File: config.mk
export PLATFORM = sky130hd
export DESIGN_NAME = conv3x3_stream
export DESIGN_NICKNAME = d
export VERILOG_FILES = /design/src/rtl/conv3x3_stream.sv
export SDC_FILE = /design/constraint.sdc
export NUM_CORES = 2
export LEC_CHECK = 0
export ABC_AREA = 1
export BUFFER_PORTS_ARGS = -buffer_cell sky130_fd_sc_hd__buf_2
export CAP_MARGIN = 0
export CORE_MARGIN = 8
export CORE_UTILIZATION = 35
export CTS_CLUSTER_DIAMETER = 40
export DETAILED_ROUTE_END_ITERATION = 8
export GPL_TIMING_DRIVEN = 1
export PLACE_DENSITY = 0.47
export SLEW_MARGIN = 25
export SYNTH_ARGS = -nofsm -noshare
export SYNTH_HDL_FRONTEND = slang
export SYNTH_SLANG_ARGS = --single-unit
File: constraint.sdc
create_clock -name clk -period 12.9 [get_ports clk]
set_clock_uncertainty 0.05 [all_clocks]
set_input_delay 0.645 -clock clk [delete_from_list [all_inputs] [get_ports clk]]
set_output_delay 0.645 -clock clk [all_outputs]
set_load 0.005 [all_outputs]
File: src/rtl/conv3x3_stream.sv
//==============================================================================
// Module      : conv3x3_stream
// Description : Streaming 3x3 valid-only convolution with line buffers,
//               two-stage multiply/accumulate, bias, saturation and
//               optional ReLU, delivered over a valid/ready interface.
// Revision    : 1.0 - initial release
//==============================================================================
`timescale 1ns/1ps
`default_nettype none

module conv3x3_stream #(
  parameter int IMG_W  = 5,
  parameter int IMG_H  = 5,
  parameter int DATA_W = 8,
  parameter int COEF_W = 8,
  parameter int OUT_W  = 16,
  parameter int RELU   = 1
) (
  input  logic                  clk,
  input  logic                  rst,
  input  logic [9*COEF_W-1:0]   weight_in,
  input  logic [OUT_W-1:0]      bias_in,
  input  logic                  weight_load,
  input  logic [DATA_W-1:0]     pix_in,
  input  logic                  pix_valid,
  output logic                  pix_ready,
  output logic [OUT_W-1:0]      conv_out,
  output logic                  out_valid,
  input  logic                  out_ready,
  output logic                  out_last,
  output logic                  busy
);

  localparam int ACC_W  = DATA_W + COEF_W + 5;
  localparam int PROD_W = DATA_W + COEF_W + 1;
  localparam int CW     = $clog2(IMG_W);
  localparam int RW     = $clog2(IMG_H);
  localparam logic [CW-1:0] COL_LAST = CW'(IMG_W - 1);
  localparam logic [RW-1:0] ROW_LAST = RW'(IMG_H - 1);
  localparam logic signed [ACC_W-1:0] SAT_MAX =
    {{(ACC_W-OUT_W+1){1'b0}}, {(OUT_W-1){1'b1}}};
  localparam logic signed [ACC_W-1:0] SAT_MIN = ~SAT_MAX;

  logic                     en, accept, win_ok, win_last, last_taken;
  logic [CW-1:0]            col_q, col_d;
  logic [RW-1:0]            row_q, row_d;
  logic                     busy_q, busy_d;
  logic signed [COEF_W-1:0] w_q [9];
  logic signed [OUT_W-1:0]  bias_q;
  logic [DATA_W-1:0]        lb1_q [IMG_W];
  logic [DATA_W-1:0]        lb2_q [IMG_W];
  logic [DATA_W-1:0]        win_q [9];
  logic                     s0_valid_q, s0_last_q;
  logic                     s1_valid_q, s1_last_q;
  logic signed [PROD_W-1:0] w_prod [9];
  logic signed [PROD_W-1:0] prod_q [9];
  logic signed [ACC_W-1:0]  acc, sat;
  logic [OUT_W-1:0]         res_d;
  logic [OUT_W-1:0]         conv_out_q;
  logic                     out_valid_q, out_last_q;

  // The whole pipeline advances together; a held output freezes everything.
  assign en         = ~out_valid_q | out_ready;
  assign accept     = pix_valid & en;
  assign win_ok     = (row_q >= RW'(2)) && (col_q >= CW'(2));
  assign win_last   = (row_q == ROW_LAST) && (col_q == COL_LAST);
  assign last_taken = out_valid_q & out_last_q & out_ready;

  assign pix_ready = en;
  assign conv_out  = conv_out_q;
  assign out_valid = out_valid_q;
  assign out_last  = out_last_q;
  assign busy      = busy_q;

  // Raster position and frame-activity bookkeeping for the next pixel.
  always_comb begin
    col_d  = col_q;
    row_d  = row_q;
    busy_d = busy_q;
    if (accept) begin
      busy_d = 1'b1;
      if (col_q == COL_LAST) begin
        col_d = '0;
        row_d = (row_q == ROW_LAST) ? '0 : row_q + 1'b1;
      end else begin
        col_d = col_q + 1'b1;
      end
    end else if (last_taken) begin
      busy_d = 1'b0;
    end
  end

  // Coefficients may only change between frames.
  always_ff @(posedge clk or posedge rst) begin
    if (rst) begin
      for (int k = 0; k < 9; k++) w_q[k] <= '0;
      bias_q <= '0;
    end else if (weight_load && !busy_q) begin
      for (int k = 0; k < 9; k++) w_q[k] <= weight_in[(8-k)*COEF_W +: COEF_W];
      bias_q <= bias_in;
    end
  end

  // Line buffers and the 3x3 window carry data only; they need no reset.
  always_ff @(posedge clk) begin
    if (accept) begin
      lb1_q[col_q] <= pix_in;
      lb2_q[col_q] <= lb1_q[col_q];
      for (int r = 0; r < 3; r++) begin
        win_q[r*3+0] <= win_q[r*3+1];
        win_q[r*3+1] <= win_q[r*3+2];
      end
      win_q[2] <= lb2_q[col_q];
      win_q[5] <= lb1_q[col_q];
      win_q[8] <= pix_in;
    end
  end

  // Pixels are unsigned, so they get a zero sign bit before the signed multiply.
  for (genvar k = 0; k < 9; k++) begin : g_prod
    assign w_prod[k] = PROD_W'($signed({1'b0, win_q[k]})) * PROD_W'(w_q[k]);
  end

  // Sum, clamp to the output range and optionally rectify.
  always_comb begin
    acc = ACC_W'(bias_q);
    for (int k = 0; k < 9; k++) acc = acc + ACC_W'(prod_q[k]);
    if (acc > SAT_MAX)      sat = SAT_MAX;
    else if (acc < SAT_MIN) sat = SAT_MIN;
    else                    sat = acc;
    res_d = sat[OUT_W-1:0];
    if (RELU != 0 && sat[ACC_W-1]) res_d = '0;
  end

  // Counters, window-valid tag, product and result stages, all gated by en.
  always_ff @(posedge clk or posedge rst) begin
    if (rst) begin
      col_q       <= '0;
      row_q       <= '0;
      busy_q      <= 1'b0;
      s0_valid_q  <= 1'b0;
      s0_last_q   <= 1'b0;
      s1_valid_q  <= 1'b0;
      s1_last_q   <= 1'b0;
      for (int k = 0; k < 9; k++) prod_q[k] <= '0;
      conv_out_q  <= '0;
      out_valid_q <= 1'b0;
      out_last_q  <= 1'b0;
    end else begin
      col_q  <= col_d;
      row_q  <= row_d;
      busy_q <= busy_d;
      if (en) begin
        s0_valid_q  <= accept & win_ok;
        s0_last_q   <= accept & win_last;
        s1_valid_q  <= s0_valid_q;
        s1_last_q   <= s0_last_q;
        for (int k = 0; k < 9; k++) prod_q[k] <= w_prod[k];
        conv_out_q  <= res_d;
        out_valid_q <= s1_valid_q;
        out_last_q  <= s1_last_q;
      end
    end
  end

endmodule

`default_nettype wire

# Yosys cells after proc, flatten, opt, wreduce, memory -nomap -nowiden
# Memories as Yosys holds them, arrays and structs flattened.
# Index checks and enable logic that the tools add are counted.
# Widths: inputs -> output; s select.
# word_totals
ff_bits	270
mem_bits_rw	152
input_bits	101
out_inout_bits	20
wordCells	80
n_memories	3
# memory_table
memory	words	word_bits	rd	rd_ports_with_merged_regs	wr	line_no	source
win_q	9	8	9	0	9	52	logic [DATA_W-1:0] win_q [9];
lb1_q	5	8	1	0	1	50	logic [DATA_W-1:0] lb1_q [IMG_W];
lb2_q	5	8	1	0	1	51	logic [DATA_W-1:0] lb2_q [IMG_W];
# classes
addsub	11
n_mul	9
order_cmp	4
n_eq_ne	2
muxes	9
n_bitwise	7
reduce_logical	6
# op_table
cell	count
$mul 9x8->17	9
$add 21x17->21	5
$mux 21	2
$add 20x17->21	1
$gt 21x16->1 const B	1
$lt 21x16->1 const B	1
$add 19x17->20	1
$add 18x17->19	1
$add 16x17->18	1
$mux 16	1
$add 3x1->3 const B	2
$eq 3x3->1 const B	2
$ge 3x2->1 const B	2
$mux 3	2
$and 1x1->1	5
$mux 1	4
$logic_and 1x1->1	3
$reduce_and 2->1	1
$reduce_bool 2->1	1
$logic_not 1->1	1
$not 1->1	1
$or 1x1->1	1

# Longest topological paths before layout
# logic_depth
ltp_word	13
ltp_mapped	31
mapped_depth_nobuf	30

# Worst setup path after synthesis
# OpenSTA, ideal clock, no wires.
# synth_timing
kind	register -> register
startpoint	register prod_q[100] (netlist name)
endpoint	register conv_out_q[9] (netlist: conv_out[9])
setup_time_ns	0.066
arrival_time_ns	5.359
required_time_ns	12.784
path_slack_ns	7.425
stages_incl_launch_ff	29
path_buffers	1
synth_period_minus_slack_ns	5.475
path_cell_list	dfrtp_1 fa_1 fa_1 inv_1 fa_1 inv_1 fa_1 inv_1 fa_1 inv_1 ha_1 nand2_1 inv_1 nand2_1 nand2_1 a21oi_1 a21boi_2 o21bai_1 nand2_2 a21oi_1 nand4_1 ha_1 clkbuf_1 inv_1 o21ai_0 a21o_1 o21ai_0 nand2_1 nand2_1
# synth_between
elab_chain_cells	10
word_cells_on_any_way	11
cone_classes	add/sub (6); order compare (2); mux (3)
# synth_rtl
item	line_no	source
from (decl)	56	logic signed [PROD_W-1:0] prod_q [9];
$add 20x17->21 *	127	for (int k = 0; k < 9; k++) acc = acc + ACC_W'(prod_q[k]);
$add 21x17->21 * (5 in series)	127	
$lt 21x16->1	129	else if (acc < SAT_MIN) sat = SAT_MIN;
$mux 21	129	
$mux 21 *	128	if (acc > SAT_MAX) sat = SAT_MAX;
$mux 16 *	132	if (RELU != 0 && sat[ACC_W-1]) res_d = '0;
to (signal assigned)	159	conv_out_q <= res_d;
to (decl)	59	logic [OUT_W-1:0] conv_out_q;
# Every way passes the cells marked *; elsewhere a longest branch is shown, timed or not.
# A chain may end at the register's enable or synchronous reset.

# Worst setup path in the final report
# layout_timing
startpoint	register bias_q[6]
endpoint	register conv_out_q[9] (netlist: conv_out[9])
# layout_between
elab_chain_cells	13
word_cells_on_any_way	14
cone_classes	add/sub (9); order compare (2); mux (3)
# layout_rtl
item	line_no	source
from (decl)	49	logic signed [OUT_W-1:0] bias_q;
from (signal assigned)	100	bias_q <= bias_in;
$add 16x17->18 *	127	
$add 18x17->19 *	127	
$add 19x17->20 *	127	
$add 20x17->21 *	127	
$add 21x17->21 * (5 in series)	127	
$lt 21x16->1	129	
$mux 21	129	
$mux 21 *	128	
$mux 16 *	132	
# Marked as above.

==> summary.txt <==
Status
  • Status: completed

Die
  • Die Y: 355 µm
  • Die footprint: 126000 µm²
  • Die X: 355 µm
  • Row cnt: 124
  • Core area: 114000 µm²
  • Initial Util: 0.352
  • Top Ports: 121

Clock network
  • Post-cts gate resize count: 0
  • Post-CTS Hold Fix Bufs: 0
  • Clk sinks: 422
  • H-tree depth: 3
  • Clock Latency Late Sink: 0.67 ns
  • Root Driver: clkbuf_16
  • Clock-pin slew on the worst setup and hold paths: 0.05 ns
  • Buffer count from post-CTS setup fixing: 0
  • Inserted Clock Buffers: 85
  • Clock buffer depth: 3
  • CTS tree: done

Timing
  • Final setup viols: 0
  • Worst slew margin: 0.311
  • RSZ-0062 raised after global routing: no
  • F_max: 166 MHz
  • Pins Over Slew Limit: 0
  • Hold Fails Final Rpt: 0
  • Setup TNS: 0 ns
  • Setup ws final: 6.88 ns
  • Slew @ Worst Pin: 1.03 ns
  • Final worst path period share: 0.467
  • Fin crit period: 6.02 ns

Synthesis
  • Ys Warns: 0
  • Cells after synthesis: 4525
  • Synth area leader: fa_1
  • Syn avg cell area: 8.86 µm²
  • Yosys reg bits: 422
  • Post-synth ARST share: 0.640
  • Post-synth EDFFs: 152
  • Area contributors post-synth: fa_1 24%, dfrtp_1 17%, ha_1 13%
  • Sequential-to-total area share from yosys stat: 0.282
  • Mapped Nets: 5516
  • Cell variety after synth: 49
  • Share of the synthesized area in the top cell type: 0.236
  • Ys flop type: dfrtp_1
  • Post-Syn Area: 40100 µm²

Detailed routing
  • Detailed-route vias per instance: 4.62
  • DRC: 0
  • Starting DRC count in detailed routing: 1411
  • Total Wirelength: 108000 µm
  • DRT antenna net count: 0
  • Via count: 28.4k
  • TritonRoute pass-1 iters: 6
  • Post-DR wirelength/cell: 17.5 µm

Global routing
  • GRT Overall Usage: 0.175
  • Largest net degree at the start of global routing: 206
  • Initial antenna violation count: 10
  • GRT overflow: 0
  • First-pass GRT wire length: 174000 µm
  • Vias in the first global route: 30.2k

Finish
  • Layout cells sized above 1: 0.103
  • Area Growth Syn to Fin: 12.4%
  • Final nets: 5546

Setup path
  • Slowest cell on crit path: fa_1
  • Critical Path Fanout Max: 10
  • Setup crit start kind: register
  • Type of the worst setup path: register to register
  • Worst EP arrival: 6.53 ns
  • CP delay by family, top: adder cells
  • CP required: 13.41 ns
  • Worst path buffer plus inverter count: 5
  • CP peak stage delay: 0.57 ns
  • Crit end category: register

Hold path
  • Worst Hold Class: input pin to async pin

Run
  • Max cap viols: 0

Placed design
  • Detailed Place HPWL: 85800 µm
  • Placer congestion estimate: 0.835
  • Worst slack, placed: 6.97 ns
  • Port bufs: 120
## metrics by stage
stage	cell area [µm²]	std cells	hold slack [ns]	util
2_1_floorplan	40100	4525	0.374	-
3_3_place_gp	42100	5980	0.420	0.369
3_5_place_dp	42100	5980	0.416	0.369
4_1_cts	45100	6135	0.0631	0.395
5_1_grt	45100	6135	0.103	0.395
6_report	45100	6143	0.0808	0.395
## registers in the layout, summed over array words and instances (netlist names)
signal	cells
prod_q	153
w_q	72
win_q	72
lb1_q	40
lb2_q	40
bias_q	16
conv_out	16
col_q	3
row_q	3
busy	1
out_last	1
out_valid	1
s0_last_q	1
s0_valid_q	1
s1_last_q	1
s1_valid_q	1
## layout make-up
| class | instances | area, µm² |
|---|---|---|
| fillers | 11643 | 69000 |
| multi-input cells | 2847 | 24100 |
| flip-flops and latches | 422 | 11300 |
| inverters | 1063 | 4000 |
| clock buffers | 99 | 2330 |
| well taps | 1512 | 1890 |
| repair buffers | 136 | 737 |
| clock inverters | 56 | 671 |
| diodes | 8 | 20.0 |
## cells in the final DEF, fill, tap and decap left out, types with 10 or more instances in the layout
cell type	netlist	routed
dfrtp_1	270	270
buf_2	4	120
xor2_1	30	30
inv_1	1048	1046
a31oi_1	21	21
clkbuf_16	0	91
a22oi_1	14	14
clkinv_1	9	13
a21oi_1	141	141
clkinvlp_4	0	10
nor2_1	114	112
edfxtp_1	152	152
fa_1	473	473
nand4_1	38	38
nand3_1	92	92
o21bai_1	15	15
nor3_1	24	22
or2_2	88	88
ha_1	417	417
clkinv_2	0	11
xnor2_1	27	27
nand2_1	1066	1065
buf_4	1	14
o21ai_0	159	159
mux2_2	65	65
## Yosys cell counts, types with 2 or more instances
| library cell | number |
|---|---|
| a21o_1 | 9 |
| a21oi_1 | 141 |
| a221o_1 | 2 |
| a22oi_1 | 14 |
| a31oi_1 | 21 |
| buf_1 | 2 |
| buf_2 | 4 |
| clkbuf_1 | 185 |
| clkinv_1 | 9 |
| dfrtp_1 | 270 |
| edfxtp_1 | 152 |
| fa_1 | 473 |
| ha_1 | 417 |
| inv_1 | 1048 |
| inv_2 | 6 |
| mux2_2 | 65 |
| nand2_1 | 1066 |
| nand2_2 | 8 |
| nand2b_1 | 5 |
| nand3_1 | 92 |
| nand3_2 | 2 |
| nand3b_1 | 2 |
| nand4_1 | 38 |
| nor2_1 | 114 |
| nor2_2 | 2 |
| nor3_1 | 24 |
| nor4_1 | 3 |
| o2111ai_1 | 3 |
| o21a_1 | 2 |
| o21ai_0 | 159 |
| o21ai_2 | 9 |
| o21bai_1 | 15 |
| o22ai_1 | 2 |
| o31ai_1 | 4 |
| or2_2 | 88 |
| xnor2_1 | 27 |
| xor2_1 | 30 |
## per-layer routing
layer / vias to the layer above / wire length [µm] / GRT usage
met2: 414 / 50500 / 0.290
met3: 140 / 4490 / 0.0279
li1: 13827 / - / -
met1: 13981 / 49900 / 0.239
met5: - / 37 / 0
met4: 6 / 2750 / 0.0464
## worst paths after layout
kind,from,end,slack (ns),cells past startpoint
setup / recovery,bias_q[6],conv_out[9],6.88,28
hold / removal,rst,w_q[21],0.08,2
setup reg to reg,bias_q[6],conv_out[9],6.88,28
hold reg to reg,conv_out[14],conv_out[14],0.42,2
max in group asynchronous,rst,w_q[56],10.55,4
min in group clk,bias_in[0],bias_q[0],0.16,2
## kinds of logic after synthesis
family / Yosys count / share of synthesized area
buf+inv: 1256 / 0.118
xor+xnor: 57 / 0.0124
compound gates: 388 / 0.0539
simple gates: 1447 / 0.149
flops: 422 / 0.282
fa+ha+maj: 890 / 0.366
mux: 65 / 0.0182
Power is left out: the tool's default activity adds up to more than one toggle a clock period on the data nets, which glitch-free logic cannot reach.
